`src/rtl/div_axis_core.sv`:
```
// div_axis_core: iterative 32-bit divider with two AXI-Stream style operand
// channels and one result channel (no backpressure on the result).
//
// Ports
//   clk                     single clock, all state on posedge
//   rst                     synchronous active-high reset
//   s_axis_divisor_tdata    [31:0] divisor operand
//   s_axis_divisor_tvalid   divisor valid
//   s_axis_divisor_tready   divisor ready (IDLE and not yet captured)
//   s_axis_dividend_tdata   [31:0] dividend operand
//   s_axis_dividend_tvalid  dividend valid
//   s_axis_dividend_tready  dividend ready (IDLE and not yet captured)
//   m_axis_dout_tdata       [63:32] quotient, [31:0] remainder
//   m_axis_dout_tvalid      one-cycle pulse in DONE
//
// Parameter SIGNED: 1 = two's-complement divide (quotient truncated toward
// zero, remainder takes the dividend's sign), 0 = unsigned divide.
//
// Build option: define DIV_RADIX4_EN to retire two quotient bits per CALC
// cycle (16 CALC cycles instead of 32). Results are identical in both builds.
//
// Divide by zero falls out of the restoring algorithm: every trial subtract
// succeeds, giving raw quotient 0xFFFFFFFF and remainder |dividend| before
// the sign fix.

module div_axis_core #(
  parameter int SIGNED = 1
) (
  input  logic        clk,
  input  logic        rst,
  input  logic [31:0] s_axis_divisor_tdata,
  input  logic        s_axis_divisor_tvalid,
  output logic        s_axis_divisor_tready,
  input  logic [31:0] s_axis_dividend_tdata,
  input  logic        s_axis_dividend_tvalid,
  output logic        s_axis_dividend_tready,
  output logic [63:0] m_axis_dout_tdata,
  output logic        m_axis_dout_tvalid
);

  typedef enum logic [1:0] {IDLE, PREP, CALC, DONE} state_t;

`ifdef DIV_RADIX4_EN
  localparam int unsigned STEPS = 2;
`else
  localparam int unsigned STEPS = 1;
`endif
  localparam int unsigned LAST = 32 / STEPS - 1;
  localparam logic [4:0]  CNT_LAST = 5'(LAST);

  state_t      state_q, state_d;
  logic        dvs_cap_q, dvs_cap_d;
  logic        dvd_cap_q, dvd_cap_d;
  logic [31:0] dvs_q, dvs_d;
  logic [31:0] dvd_q, dvd_d;
  logic [31:0] quo_q, quo_d;
  logic [32:0] rem_q, rem_d;
  logic [4:0]  cnt_q, cnt_d;
  logic        negq_q, negq_d;
  logic        negr_q, negr_d;
  logic [63:0] dout_q, dout_d;
  logic        valid_q, valid_d;

  logic        dvs_rdy, dvd_rdy, dvs_hs, dvd_hs;
  logic        dvs_neg, dvd_neg;
  logic [32:0] rem_t, trial;
  logic [31:0] quo_t, q_fin, r_fin;

  assign dvs_rdy = (state_q == IDLE) && !dvs_cap_q && !rst;
  assign dvd_rdy = (state_q == IDLE) && !dvd_cap_q && !rst;
  assign dvs_hs  = s_axis_divisor_tvalid  && dvs_rdy;
  assign dvd_hs  = s_axis_dividend_tvalid && dvd_rdy;

  assign s_axis_divisor_tready  = dvs_rdy;
  assign s_axis_dividend_tready = dvd_rdy;
  assign m_axis_dout_tdata      = dout_q;
  assign m_axis_dout_tvalid     = valid_q;

  assign dvs_neg = (SIGNED != 0) && dvs_q[31];
  assign dvd_neg = (SIGNED != 0) && dvd_q[31];

  // Restoring steps for one CALC cycle. quo holds the magnitude of the
  // dividend, shifted out MSB-first while quotient bits shift in at the LSB.
  // The trial value is 33 bits so the compare/subtract never overflows.
  always_comb begin
    rem_t = rem_q;
    quo_t = quo_q;
    trial = '0;
    for (int unsigned i = 0; i < STEPS; i++) begin
      trial = {rem_t[31:0], quo_t[31]};
      if (trial >= {1'b0, dvs_q}) begin
        rem_t = trial - {1'b0, dvs_q};
        quo_t = {quo_t[30:0], 1'b1};
      end else begin
        rem_t = trial;
        quo_t = {quo_t[30:0], 1'b0};
      end
    end
    q_fin = negq_q ? (32'd0 - quo_t) : quo_t;
    r_fin = negr_q ? (32'd0 - rem_t[31:0]) : rem_t[31:0];
  end

  always_comb begin
    state_d   = state_q;
    dvs_cap_d = dvs_cap_q;
    dvd_cap_d = dvd_cap_q;
    dvs_d     = dvs_q;
    dvd_d     = dvd_q;
    quo_d     = quo_q;
    rem_d     = rem_q;
    cnt_d     = cnt_q;
    negq_d    = negq_q;
    negr_d    = negr_q;
    dout_d    = dout_q;
    valid_d   = 1'b0;

    unique case (state_q)
      IDLE: begin
        if (dvs_hs) begin
          dvs_cap_d = 1'b1;
          dvs_d     = s_axis_divisor_tdata;
        end
        if (dvd_hs) begin
          dvd_cap_d = 1'b1;
          dvd_d     = s_axis_dividend_tdata;
        end
        if ((dvs_cap_q || dvs_hs) && (dvd_cap_q || dvd_hs)) state_d = PREP;
      end
      PREP: begin
        // Divisor register is reused for its magnitude; signs live in flags.
        negq_d  = dvs_neg ^ dvd_neg;
        negr_d  = dvd_neg;
        dvs_d   = dvs_neg ? (32'd0 - dvs_q) : dvs_q;
        quo_d   = dvd_neg ? (32'd0 - dvd_q) : dvd_q;
        rem_d   = '0;
        cnt_d   = '0;
        state_d = CALC;
      end
      CALC: begin
        rem_d = rem_t;
        quo_d = quo_t;
        cnt_d = cnt_q + 5'd1;
        if (cnt_q == CNT_LAST) begin
          cnt_d   = '0;
          dout_d  = {q_fin, r_fin};
          valid_d = 1'b1;
          state_d = DONE;
        end
      end
      DONE: begin
        dvs_cap_d = 1'b0;
        dvd_cap_d = 1'b0;
        state_d   = IDLE;
      end
      default: state_d = IDLE;
    endcase
  end

  always_ff @(posedge clk) begin
    if (rst) begin
      state_q   <= IDLE;
      dvs_cap_q <= 1'b0;
      dvd_cap_q <= 1'b0;
      dvs_q     <= '0;
      dvd_q     <= '0;
      quo_q     <= '0;
      rem_q     <= '0;
      cnt_q     <= '0;
      negq_q    <= 1'b0;
      negr_q    <= 1'b0;
      dout_q    <= '0;
      valid_q   <= 1'b0;
    end else begin
      state_q   <= state_d;
      dvs_cap_q <= dvs_cap_d;
      dvd_cap_q <= dvd_cap_d;
      dvs_q     <= dvs_d;
      dvd_q     <= dvd_d;
      quo_q     <= quo_d;
      rem_q     <= rem_d;
      cnt_q     <= cnt_d;
      negq_q    <= negq_d;
      negr_q    <= negr_d;
      dout_q    <= dout_d;
      valid_q   <= valid_d;
    end
  end

endmodule

```
`config.mk`:
```
export PLATFORM = sky130hd
export DESIGN_NAME = div_axis_core
export DESIGN_NICKNAME = d
export VERILOG_FILES = /design/src/rtl/div_axis_core.sv
export SDC_FILE = /design/constraint.sdc
export NUM_CORES = 1
export LEC_CHECK = 0
export ABC_CLOCK_PERIOD_IN_PS = 8550
export BUFFER_PORTS_ARGS = -buffer_cell sky130_fd_sc_hd__clkbuf_2
export CORE_ASPECT_RATIO = 1.5
export CORE_UTILIZATION = 49
export DETAILED_ROUTE_END_ITERATION = 8
export PLACE_DENSITY = 0.68
export SKIP_LAST_GASP = 1
export SYNTH_ARGS = -nofsm -noshare
export SYNTH_HDL_FRONTEND = slang
export SYNTH_SLANG_ARGS = --single-unit
```
`constraint.sdc`:
```
create_clock -name clk -period 8.55 [get_ports clk]
set_clock_uncertainty 0.05 [all_clocks]
set_input_delay 0.855 -clock clk [delete_from_list [all_inputs] [get_ports clk]]
set_output_delay 0.855 -clock clk [all_outputs]
set_load 0.01 [all_outputs]
```
Yosys cells after proc, flatten, opt, wreduce, memory -nomap -nowiden. Index checks and enable logic that the tools add are counted.

Equal/unequal tests: 9. Add/subtract/negate cells: 6. Reductions and logical operators: 24. Muxes and demuxes: 20. Bitwise operators: 2. Magnitude comparators: 1.

Operators with widths (count): 2-to-1 mux 32 bit (6); one-hot mux 32 bit (2 select lines) (3); subtractor 1 x 32 -> 32 bit, first input constant (4); greater-or-equal comparator 33 x 32 -> 1 bit (1); subtractor 32 bit (1); AND reduction 2 bit (6); one-hot mux 5 bit (2 select lines) (1); inequality test 2 bit, second input constant (4); one-hot mux 2 bit (4 select lines) (1); logical AND 1 bit (7); nonzero test 2 bit (3); adder 5 x 1 -> 5 bit, second input constant (1); == test 5 bit, second input constant (1); 2-to-1 mux 5 bit (1); == test 2 bit, second input constant (2); 2-to-1 mux 1 bit (4); 2-to-1 mux 2 bit (2); one-hot mux 1 bit (2 select lines) (2); zero test 1 bit (3); AND reduction 3 bit (1); == test 2 x 1 -> 1 bit, second input constant (1); zero test 2 bit (1); logical OR 1 bit (2); inequality test 2 x 1 -> 1 bit, second input constant (1); other kinds (3) (3).

Register bits: 204. Output and inout bits: 67. Logic and storage cells: 75. Input port bits: 68.

Longest topological paths before layout. Gate-level depths: netlist of run 1.

Depth after elaboration: 8. Depth in mapped cells: 25. Mapped depth without buffers: 21.

Least setup slack after synthesis of run 1. OpenSTA, ideal clock, no wires.

Kind: flip-flop to flip-flop. From: register dvs_q[10]. To: register dout_q[28], in the netlist m_axis_dout_tdata[28]. Arrival time: 5.078 ns. Required time: 8.384 ns. Period minus slack after synthesis: 5.243 ns. Slack: 3.307 ns. Buffers on the path: 4. Cell stages (with the launch flop): 21. Library setup time: 0.116 ns. Path through: dfxtp_1 inv_1 ha_1 buf_2 nand4_1 nor4_2 a221oi_1 o211a_2 nand2_2 clkbuf_1 buf_2 buf_1 mux2i_1 ha_1 and4_1 nand3_1 or4b_1 a2111oi_4 nor3b_1 o31ai_1 a31o_1.

Word-level cells in the longest chain between the ends: 4. Elaborated cells between the ends (all ways): 5. Those cells by class: add/sub: 2; order compare: 1; mux: 2.

RTL lines: start, declared (line 54) `logic [31:0] dvs_q, dvs_d;`; start signal, assigned (line 177) `dvs_q <= dvs_d;`; subtractor 32 bit / greater-or-equal comparator 33 x 32 -> 1 bit (equally long branches) (line 92, 91); 2-to-1 mux 32 bit (*) (line 91) `if (trial >= {1'b0, dvs_q}) begin`; subtractor 1 x 32 -> 32 bit (line 100) `r_fin = negr_q ? (32'd0 - rem_t[31:0]) : rem_t[31:0];`; 2-to-1 mux 32 bit (*) (line 100); end signal, assigned (line 184) `dout_q <= dout_d;`; end, declared (line 61) `logic [63:0] dout_q, dout_d;`.

Mark *: on every way between the ends. The rest lies on a longest branch, timed or not. A chain may end at the register's enable or synchronous reset.

Worst setup path after layout of run 1.
From: register dvs_q[6]. To: register dout_q[28], in the netlist m_axis_dout_tdata[28].

The elaborated chain is that of the path after synthesis.

==> results of run 1 <==
==> cells by family (layout without fill, tap and decap cells) <==
family          after synthesis  count (layout)  share of synthesized area
compound gates              482             482                      0.252
simple gates                634             634                      0.223
xor+xnor                    113             113                     0.0770
fa+ha+maj                    43              43                     0.0424
mux                          51              51                     0.0405
flops                       204             204                      0.318
buf+inv                     155             231                     0.0474
==> per-layer routing <==
layer | vias to the layer above | wire [um]
li1 | 6193 | -
met1 | 5835 | 15500
met2 | 372 | 20000
met3 | 129 | 2160
met4 | 0 | 2930
met5 | - | 0
==> path summary, 6_finish.rpt <==
path                                        endpoint  slack, ns                              start
hold reg to reg    m_axis_dout_tdata[9]$_SDFFE_PP0P_       0.40  m_axis_dout_tdata[9]$_SDFFE_PP0P_
setup reg to reg  m_axis_dout_tdata[28]$_SDFFE_PP0P_       2.65              dvs_q[6]$_SDFFE_PP0P_
setup / recovery  m_axis_dout_tdata[28]$_SDFFE_PP0P_       2.65              dvs_q[6]$_SDFFE_PP0P_
hold / removal     m_axis_dout_tdata[9]$_SDFFE_PP0P_       0.40  m_axis_dout_tdata[9]$_SDFFE_PP0P_
==> power groups by stage <==
stage	clock, W	sequential [W]	combinational [W]
floorplan	0	0.00114	0.00198
global placement	0	0.00118	0.00258
detailed placement	0	0.00118	0.00258
CTS	0.00112	0.00117	0.00260
global route	0.00116	0.00118	0.00285
finish	0.00111	0.00117	0.00262
==> layout by cell type, fill, tap and decap left out, drive strengths merged, types with 11 or more instances in the layout <==
cell,netlist,layout
o21ai,108,108
ha,42,42
or3,26,26
nand2,236,236
a211oi,59,59
dfxtp,204,204
nor4,20,20
a21oi,138,138
nand4,20,20
xnor2,41,41
inv,49,50
a221oi,22,22
nor2,198,198
clkbuf,83,163
nand3,34,34
mux2i,46,46
o41ai,11,11
a22oi,22,22
nor3,37,37
o31ai,26,26
xor2,72,72
==> metrics by stage <==
step	area [um2]	total power, W	instances	utilization
final	14400	0.00490	2091	0.560
after global routing	14400	0.00520	2091	0.560
after CTS	14400	0.00489	2091	0.560
after detailed placement	13600	0.00377	2051	0.528
after global placement	13600	0.00376	2051	0.528
after floorplan	12900	0.00312	1682	-
==> tightest hold or removal path, delay by kind of cell, from the launching register on <==
family	cells	cell delay, ns
AO/OA/AOI/OAI	1	0.05
AND/OR/NAND/NOR	1	0.05
flip-flops	1	0.31
==> layout make-up <==
class / count / area [um2]
fill: 2507 / 11300
sequential: 204 / 4080
tap: 333 / 417
clock buffer: 30 / 662
multi-input combinational: 1323 / 8180
clock inverter: 10 / 184
inverter: 51 / 191
timing repair buffer: 140 / 722
==> registers in the layout (all words and copies together) (netlist names) <==
signal / flops
dvs_cap_q: 1
m_axis_dout_tdata: 64
state_q: 2
dvs_q: 32
dvd_cap_q: 1
rem_q: 32
cnt_q: 5
negr_q: 1
negq_q: 1
quo_q: 32
dvd_q: 32
m_axis_dout_tvalid: 1
==> run summary, run 1 <==
The root buffer cell chosen for the clock tree is clkbuf_16. At the pin with the least slew margin, the transition time is 1.12 ns. The total count of max-transition violations in the final report came out at 0. After the first detailed-routing iteration, the DRC count stood at 614. The total negative slack for setup checks came out at 0 ns. The congestion estimate from routability-driven global placement came to 0.962.

The net count of the mapped netlist came out at 1793. The period utilization is 0.690. The number of hold-repair buffers added at the cts stage is 0. The number of buffers and inverters on the critical path came out at 1. The cell count of the worst hold path is 2. The part of the power in combinational logic came out at 0.535. Of the total power, the share spent switching nets is 0.462. The maximum clock rate came out at 169 MHz. Setup repair after global routing left no endpoint under its margin. The run finished with clean final reports. The via count of the routed design is 12500. The number of resized instances in the post-cts repair step came out at 0. The total congestion overflow after global routing is 0.

The worst setup path is captured at a flop. In the synthesized netlist the async set-or-reset flop fraction comes to 0. The first-pass GRT wire length came out at 63900 um. The overall global routing resource usage came out at 0.301. The first-pass detailed-route iteration total is 5. The count of nets left with antenna violations once routing finished came out at 0. The area of the core region is 25800 um2. The routing usage on met1 is 0.323. The clock transition at the register clock pins on the worst setup and hold paths after CTS came out at 0.06 ns. TritonCTS built the clock tree. The post-synthesis instance total is 1682. The met2 global-route usage came out at 0.536. Among cell families on the critical path, the largest total delay comes from simple AND/OR/NAND/NOR gates. The final layout contains 1854 nets. The slowest stage of the critical path is the nand2_2 cell. The clock sink count is 204. The I/O pin count came out at 135. The internal power component came out at 0.00264 W. The fraction of power consumed by sequential logic came out at 0.238. The latest clock arrival within the worst-skew pair is 0.53 ns. Dividing total power by cell area gives a power density of 340 nW/um2.

In this run the power spent charging and discharging nets is 0.00227 W. The time the worst path needs with I/O delays and setup came out at 5.90 ns. In this run the deepest clock path goes through 3 buffers. The static leakage power came out at 5.68 nW. The cell area after synthesis came out at 12900 um2.

The length in cells of the worst reg-to-reg path came out at 17. The synthesized flop and latch total came out at 204. The most common cell in the synthesized netlist is nand2_1.

Counting the buffers created by CTS gives 23. The critical path crosses 17 cells after its start point. Dividing the detail-routed wire length by the instance count gives 19.4 um. By count the netlist is led by nand2_1, dfxtp_1, nor2_1.

The maximum number of pins on one net before global-route repair came out at 101. The number of antenna violations at the first check in global routing is 0. The antenna diode count is 0. The synthesized design spends more area on one cell type than any other, namely dfxtp_1.

The final hold violation count is 0. The tool flagged a number of max-cap violations equal to 0. Compared with the post-synthesis result, the final layout area differs by 12.3%.

The via count of the first global-routing pass came to 12100. The pre-CTS worst setup slack is 2.78 ns. The count of flip-flops with a built-in enable after synthesis came out at 0.

The starting density of the core is 0.499. The share of layout cells above drive strength 1 is 0.128. Counting distinct cell types in the post-synthesis netlist gives 93.

The floorplan step defined a die boundary enclosing 26900 um2. By startpoint and endpoint, the worst setup path is classified as reg2reg. The fraction of the yosys area taken by sequential cells is 0.318. The Yosys step of the flow raised 0 warnings. The worst hold-check slack came out at 0.402 ns. The signal on the critical path passes through inv_1 -> ha_1 -> a21oi_2 -> o21ai_2 -> nor2b_1 -> or3_4 -> o211ai_4 -> nand2_2 -> mux2i_1 -> ha_1 -> and4_1 -> nand3_1 -> or4b_1 -> a2111oi_4 -> nor3b_1 -> o31ai_1 -> a31o_1. The share of power burned in the clock network came out at 0.227.

The type of origin of the critical path is a flop. In this run the tool buffered the top-level ports with 134 buffer cells. After detailed routing, the number of vias per cell comes to 5.99. Setup violations remaining at the end of the flow were counted as 0. The cell that appears most often on the critical path is ha_1.

The tightest min-delay check is of the reg2reg type. The die extent in x is 134 um. The number of setup buffers added after CTS is 0. The layer flagged by global routing as most heavily used is met2. Measured along the y axis, the die boundary spans 200 um. The count of unresolved DRC violations after routing came out at 0. The most used flip-flop cell after synthesis is dfxtp_1. After detailed routing, the total wire length is 40500 um. The floorplan row count is 72. The level count of the clock H-tree came out at 1. The max-slew headroom at the worst pin came out at 0.252. After layout, the worst setup slack is 2.65 ns. The endpoint required time on the critical path is 8.91 ns. By area the synthesized netlist is led by dfxtp_1, nand2_1, nor2_1. The worst-case IR drop observed on VDD is 0.000164 V. The arrival time of the worst setup path is 6.26 ns. The area share of the largest cell type after synthesis is 0.318. The sum of net half-perimeters after detailed placement is 30100 um.

Along the worst path, the maximum fanout reaches 40. The met3 track demand over resource in global routing is 0.0463. The delay of the slowest cell on the worst path is 0.66 ns.

The mean post-synth cell area came out at 7.64 um2.
(Power assumes the default switching activity.)
==> run 2, diff against run 1 <==
--- a/config.mk
+++ b/config.mk
@@ -5,12 +5,12 @@
 export SDC_FILE = /design/constraint.sdc
 export NUM_CORES = 1
 export LEC_CHECK = 0
-export ABC_CLOCK_PERIOD_IN_PS = 8550
+export ABC_CLOCK_PERIOD_IN_PS = 4900
 export BUFFER_PORTS_ARGS = -buffer_cell sky130_fd_sc_hd__clkbuf_2
 export CORE_ASPECT_RATIO = 1.5
 export CORE_UTILIZATION = 49
 export DETAILED_ROUTE_END_ITERATION = 8
-export PLACE_DENSITY = 0.68
+export PLACE_DENSITY = 0.71
 export SKIP_LAST_GASP = 1
 export SYNTH_ARGS = -nofsm -noshare
 export SYNTH_HDL_FRONTEND = slang
==> constraint.sdc (replaced) <==
create_clock -name clk -period 4.9 [get_ports clk]
set_clock_uncertainty 0.05 [all_clocks]
set_input_delay 0.49 -clock clk [delete_from_list [all_inputs] [get_ports clk]]
set_output_delay 0.49 -clock clk [all_outputs]
set_load 0.01 [all_outputs]
==> run 2 against run 1 <==
Against the previous run:
- final cell count increased by 1.8%
- combinational power increased by 87%
- sequential power grew 74%
- core utilization is 0.85 points higher
- die area unchanged
- global-route usage is 1.0 points higher
==> run summary, run 2 (synthesis gave the netlist of run 1 again) <==
The actual transition at the worst max-transition pin came out at 1.08 ns. The flow ran to the end, and the final reports show no timing, DRC or antenna violations. The clock sink count came out at 204. The first-pass GRT wire length is 65900 um. Data arrives at the worst endpoint at 5.06 ns. The total routed wirelength came out at 42000 um.

The count of antenna-violating nets left after detailed routing is 0. The number of antenna violations at the first check in global routing was 0. The overall global routing resource usage is 0.311. The category of the worst setup path capture point is a flop. The tool flagged a number of max-cap violations equal to 0.

The max-slew headroom at the worst pin came out at 0.275. The number of port buffers is 134. The first-pass detailed-route iteration total is 5. The cell area after placement is 13900 um2.

The CTS tree is yes. The number of hold-repair buffers added at the cts stage is 0. The pre-CTS worst setup slack came out at 0.0625 ns. The total congestion overflow after global routing is 0. The met3 track demand over resource in global routing is 0.0468.

The total count of max-transition violations in the final report is 0. Of the cells placed in the final design, the portion with a size suffix greater than 1 is 0.148. The via count of the first global-routing pass is 12600.

The tree is rooted in a clkbuf_16. The die covers 26900 um2. The floorplan row count is 72. The antenna diode count is 0. The met2 global-route usage came out at 0.547.

The sum of net half-perimeters after detailed placement is 31700 um. The area of the core region is 25800 um2. The routability-driven placement congestion ratio came out at 0.984.

The routed wire length per instance is 19.7 um. The setup slack after layout came out at 0.209 ns. The I/O pin count is 135.

The placed instance count came out at 2087. STA classifies the critical path startpoint as a flop. In this run the worst hold path is classified as in2reg. The CTS buffer count came out at 23.

The busiest layer in global routing is met2. The total negative slack for setup checks came out at 0 ns. In this run, the number of DRC markers left after iteration 0 of detailed routing was 819. The net count of the finished layout is 1891.

The maximum clock rate came out at 213 MHz. For met1 alone, demand over resource in global routing was 0.335. The worst IR drop on VDD is 0.000313 V.

The library cell used most frequently in the layout, excluding fill and tap cells, is nand2_1. The final hold violation count came out at 0. Detailed routing inserted a total of 12900 vias. The analysis attributes to cell leakage a power of 5.82 nW. The post-layout instance area came out at 14700 um2. The period utilization is 0.957.

STA puts the critical path data required time at 5.27 ns. The final non-filler cell total is 2129. The time the worst path needs with I/O delays and setup came out at 4.69 ns.

The starting density of the core is 0.499. The clock transition at the register clock pins on the worst setup and hold paths after CTS is 0.06 ns. Measured along the x axis, the die boundary spans 134 um. In this run the power density over the cells is 588 nW/um2.

The maximum count of clock buffers along a single path came out at 3. The area added between synthesis and finish came out at 14.0%. In the layout the commonest cells are nand2_1, dfxtp_1, nor2_1, a21oi_1, clkbuf_2. The register with the most flip-flops in the layout has 64 of them. The maximum number of pins on one net before global-route repair came out at 86.

The maximum fanout along the worst path came out at 7. In the routed layout, each cell is associated on average with a via count of 6.07. The setup-violating endpoint count in the final report is 0.

The total power is 0.00862 W. The level count of the clock H-tree came out at 1. The latest clock arrival within the worst-skew pair came out at 0.52 ns. The floorplan die height is 200 um. The count of filler cells inserted in the layout is 2461. The classification of the worst setup path is reg2reg. The count of unresolved DRC violations after routing is 0.
==> run 2: cell types whose count changed in the layout (fill, tap and decap cells not counted), moves of 2 or more <==
cell and change:
buf_4 +37, bufinv_16 -4, clkbuf_1 +5, clkbuf_8 -2, clkinv_2 +3, clkinvlp_4 -2
ha_1 -3, ha_2 +3
==> run 2: what timing repair did <==
item                       CTS  global route
buffers inserted             0             1
resized for setup            0            11
setup endpoints to repair    0             8
==> run 2: area by class of cell <==
class	instances	area [um2]	area share
inverter	51	191	0.0131
tap	333	417	0.0284
clock buffer	33	653	0.0446
timing repair buffer	177	1000	0.0682
sequential	204	4080	0.279
clock inverter	8	72.6	0.00495
multi-input combinational	1323	8240	0.562
==> run 2: critical path, cell delays in order (launching register included) <==
cell	delay, ns
dfxtp_1	0.41
inv_1	0.10
ha_2	0.40
nand4_1	0.22
nor4_4	0.37
a221oi_2	0.12
o211a_2	0.30
nand2_2	0.17
mux2i_4	0.28
ha_2	0.24
and4_1	0.24
nand3_1	0.08
or4b_1	0.54
a2111oi_4	0.35
buf_4	0.20
nor3b_2	0.22
o31ai_1	0.09
a31o_1	0.19
==> run 2: report_power, final <==
part	internal (W)	total, W	switching [W]
logic	0.00173	0.00489	0.00316
registers	0.00182	0.00204	0.000214
clock network	0.000980	0.00169	0.000715
total	0.00453	0.00862	0.00409
==> run 2: worst paths after layout <==
path	start	endpoint	slack (ns)	cells after the start
worst min-delay path	s_axis_dividend_tdata[24]	dvd_q[24]$_SDFFE_PP0P_	0.13	3
worst max-delay path	dvs_q[10]$_SDFFE_PP0P_	m_axis_dout_tdata[28]$_SDFFE_PP0P_	0.21	17
worst max register to register	dvs_q[10]$_SDFFE_PP0P_	m_axis_dout_tdata[28]$_SDFFE_PP0P_	0.21	17
worst min register to register	m_axis_dout_tdata[10]$_SDFFE_PP0P_	m_axis_dout_tdata[10]$_SDFFE_PP0P_	0.40	2
==> run 2: per-layer routing <==
metal | vias to the layer above | wire length [um]
li1 | 6259 | -
met1 | 6054 | 15500
met2 | 463 | 20800
met3 | 157 | 2450
met4 | 0 | 3180
met5 | - | 0
==> run 2: metrics by stage <==
stage	util	hold WS, ns
2_1_floorplan	-	0.385
3_3_place_gp	0.538	0.390
3_5_place_dp	0.538	0.396
4_1_cts	0.566	0.121
5_1_grt	0.569	0.140
6_report	0.569	0.134
==> run 3, diff against run 2 <==
--- a/config.mk
+++ b/config.mk
@@ -5,6 +5,7 @@
 export SDC_FILE = /design/constraint.sdc
 export NUM_CORES = 1
 export LEC_CHECK = 0
+export ABC_AREA = 1
 export ABC_CLOCK_PERIOD_IN_PS = 4900
 export BUFFER_PORTS_ARGS = -buffer_cell sky130_fd_sc_hd__clkbuf_2
 export CORE_ASPECT_RATIO = 1.5
==> run 3 against run 2 <==
Against the previous run:
- the run now ends with DRC left
- first-iteration DRC count up 7.6%
- worst hold slack better by 0.027 ns
- die area up 4.9%
- sequential cell count unchanged
- synthesized cell count up 27%
- critical path depth up 9
- final cell count up 21%
- critical endpoint is now m_axis_dout_tdata[62]$_SDFFE_PP0P_
==> run summary, run 3 <==
The count of antenna-violating nets left after detailed routing is 0. In the final design database the tool counted 2327 nets. Counting flops and latches in the post-synthesis netlist gives 204.

The period utilization is 0.890. The antenna diode count is 0. The average instance in the mapped netlist occupies 6.33 um2.

The finished layout holds 2574 standard cells, fillers aside. The starting density of the core is 0.497. Setup repair after global routing left no endpoint under its margin. At the pin with the least slew margin, the transition time is 1.12 ns. The worst hold path passes through 3 cells. The library cell used most frequently in the layout, excluding fill and tap cells, is nand2_1.

The placed instances occupy a cell area of 14300 um2. The busiest layer in global routing is met2. The count of routing violations after the opening detailed-route iteration is 881. After detailed routing, the number of remaining DRC violations is 1. The CTS buffer count came out at 22.

The area of the core region is 27100 um2. The level count of the clock H-tree came out at 1. The cell area that synthesis handed to floorplanning was 13500 um2. For this run, the number of Yosys warnings is 0. The register with the most flip-flops in the layout has 64 of them. In this run the critical register-to-register path is captured at m_axis_dout_tdata[62]$_SDFFE_PP0P_. The routability-driven placement congestion ratio came out at 1.00. Buffers inserted to repair hold after CTS numbered 0. The area added between synthesis and finish came out at 12.4%. The post-layout instance area came out at 15200 um2. STA classifies the critical path endpoint as a flop. After synthesis, the share of flip-flops with an asynchronous set or reset is 0. The die extent in x came out at 137 um.

The startpoint identified for the worst hold timing path is s_axis_dividend_tdata[30]. The final hold violation count is 0. The first-pass GRT wire length came out at 75600 um. The final layout contains routed wiring with a total length of 49700 um. The maximum number of pins on one net before global-route repair came out at 64. In this run the worst path has a maximum fanout of 17.

The startpoint identified for the worst register-to-register timing path is dvs_q[18]$_SDFFE_PP0P_. The number of setup buffers added after CTS came out at 0. The worst IR drop on VDD is 0.000449 V. The routed wire length per instance came out at 19.3 um. The flow ran to the end, but the final reports show violations. For this design, the sink count on the clock tree is 204. Measured in cells, the most critical reg-to-reg path has a length of 26.

In the final layout, the share of cells above drive strength 1 is 0.120. The routing usage on met1 is 0.353. The sum of net half-perimeters after detailed placement came out at 38300 um. After clock tree synthesis, the clock-pin slew on the worst setup and hold paths is 0.07 ns. The path class of the lowest-slack min-delay path is in2reg. The analysis attributes to cell leakage a power of 7.32 nW. Summed over all instances, the cell type with the most area after synthesis is dfxtp_1. The post-synthesis cell type count came out at 53. After synthesis, the most frequently instantiated cells are nand2_1, a21oi_1, inv_1. The latest clock arrival within the worst-skew pair came out at 0.53 ns. The maximum clock rate is 229 MHz. The arrival time of the worst setup path is 4.69 ns. The checks that failed: DRC. The worst hold-check slack is 0.161 ns. The number of resized instances in the post-cts repair step came out at 0.

The critical path is of the reg2reg type. In the layout the commonest cells are nand2_1, a21oi_1, inv_1, dfxtp_1, nor2_1. The worst reg-to-reg setup slack is 0.54 ns. In the routed layout, each cell is associated on average with a via count of 5.63. The most used flip-flop cell after synthesis is dfxtp_1.

The met3 track demand over resource in global routing came out at 0.0678. The most frequently used cell type in the post-synthesis netlist is nand2_1. The total count of max-transition violations in the final report was 0. In this run the clock root is driven by a clkbuf_16. The endpoint required time on the critical path came out at 5.22 ns. The max-slew headroom at the worst pin is 0.251.

Row generation in the floorplan step produced 74 rows. The die covers 28200 um2. The setup-violating endpoint count in the final report came out at 0. Counting flops with a built-in enable in the synthesized netlist gives 0. The number of maximum-capacitance violations is 0. The clock passes through at most 3 buffers.

The net count of the mapped netlist came out at 2240. The worst path in the final design needs a cycle of 4.36 ns, including I/O delays and setup. The placed instance count came out at 2534.

The total congestion overflow after global routing is 0. Sorting the synthesized cells by area gives the leading types as dfxtp_1, nand2_1, a21oi_1. The number of port buffers came out at 134. The share of synthesized area in the top cell type comes to 0.303. The met2 global-route usage is 0.629. The via count of the routed design is 14500. The floorplan die height is 205 um. The path with the worst hold slack has its endpoint at dvd_q[30]$_SDFFE_PP0P_. The worst setup path is launched from a flop. The fraction of the yosys area taken by sequential cells came out at 0.303.

The power density of the placed cells came out at 633 nW/um2. The post-synthesis instance total is 2129. TritonCTS built the clock tree. The first-pass detailed-route iteration total came out at 7. The via count of the first global-routing pass came to 13800. The overall global routing resource usage came out at 0.358. The total negative slack for setup checks came out at 0 ns. The number of antenna violations at the first check in global routing is 0. Pin placement for this block handled 135 I/O pins.
-- run 3: cells by family after synthesis --
| logic type | Yosys count | share of synthesized area |
|---|---|---|
| AOI/OAI and AO/OA | 490 | 0.204 |
| xor gates and xnor gates | 54 | 0.0351 |
| adders and majority gates | 43 | 0.0405 |
| buffers and inverters | 341 | 0.100 |
| DFF | 204 | 0.303 |
| and+or+nand+nor | 997 | 0.317 |
-- run 3: metrics by stage --
step / setup WS, ns / power [W] / utilization
finish: 0.539 / 0.00959 / 0.559
global route: 0.193 / 0.0102 / 0.559
CTS: 0.573 / 0.00945 / 0.559
detailed placement: 0.618 / 0.00752 / 0.528
global placement: 0.699 / 0.00751 / 0.528
floorplan: 1.25 / 0.00591 / -
-- run 3: cell type report --
| cell class | instances | area [um2] |
|---|---|---|
| Sequential cell | 204 | 4080 |
| Clock buffer | 29 | 638 |
| Multi-Input combinational cell | 1584 | 8050 |
| Fill cell | 2754 | 12000 |
| Inverter | 248 | 933 |
| Clock inverter | 11 | 184 |
| Timing Repair Buffer | 156 | 838 |
| Tap cell | 342 | 428 |
-- run 3: power breakdown --
part / leakage, nW / internal, W / switching [W]
sequential: 1.66 / 0.00193 / 0.000289
clock: 0.409 / 0.00118 / 0.000730
combinational: 5.26 / 0.00152 / 0.00394
-- run 3: worst max path at each step --
stage	from	endpoint	slack [ns]	cells past startpoint
final	dvs_q[18]$_SDFFE_PP0P_	m_axis_dout_tdata[62]$_SDFFE_PP0P_	0.54	26
after detailed placement	dvs_q[18]$_SDFFE_PP0P_	m_axis_dout_tdata[62]$_SDFFE_PP0P_	0.62	26
after global placement	dvs_q[18]$_SDFFE_PP0P_	m_axis_dout_tdata[62]$_SDFFE_PP0P_	0.70	26
after floorplan	dvs_q[12]$_SDFFE_PP0P_	m_axis_dout_tdata[62]$_SDFFE_PP0P_	1.25	25
after CTS	dvs_q[18]$_SDFFE_PP0P_	m_axis_dout_tdata[62]$_SDFFE_PP0P_	0.57	26
after global routing	dvs_q[18]$_SDFFE_PP0P_	m_axis_dout_tdata[62]$_SDFFE_PP0P_	0.19	26
-- run 3: per-layer routing --
metal	routed length, um	vias to the layer above
li1	-	7212
met1	17400	6633
met2	24500	457
met3	2870	182
met4	4850	0
met5	0	-
-- run 3: critical path, stage by stage (launching register included) --
cell and delay [ns]:
dfxtp_1 0.37, inv_1 0.13, ha_1 0.38, nand2_1 0.15, inv_1 0.07, nand2_2 0.10, inv_2 0.04, nand2_1 0.09
nor2_2 0.06, nand2_1 0.07, nand2_2 0.09, nor2_8 0.26, nand2_8 0.10, inv_4 0.20, ha_1 0.19, inv_1 0.05
nor3_1 0.25, nand2_1 0.15, inv_1 0.07, nand2_1 0.05, inv_1 0.07, nand2_1 0.06, or4_1 0.49, o21ai_1 0.25
o21ai_0 0.15, xor2_1 0.16, a21oi_1 0.08
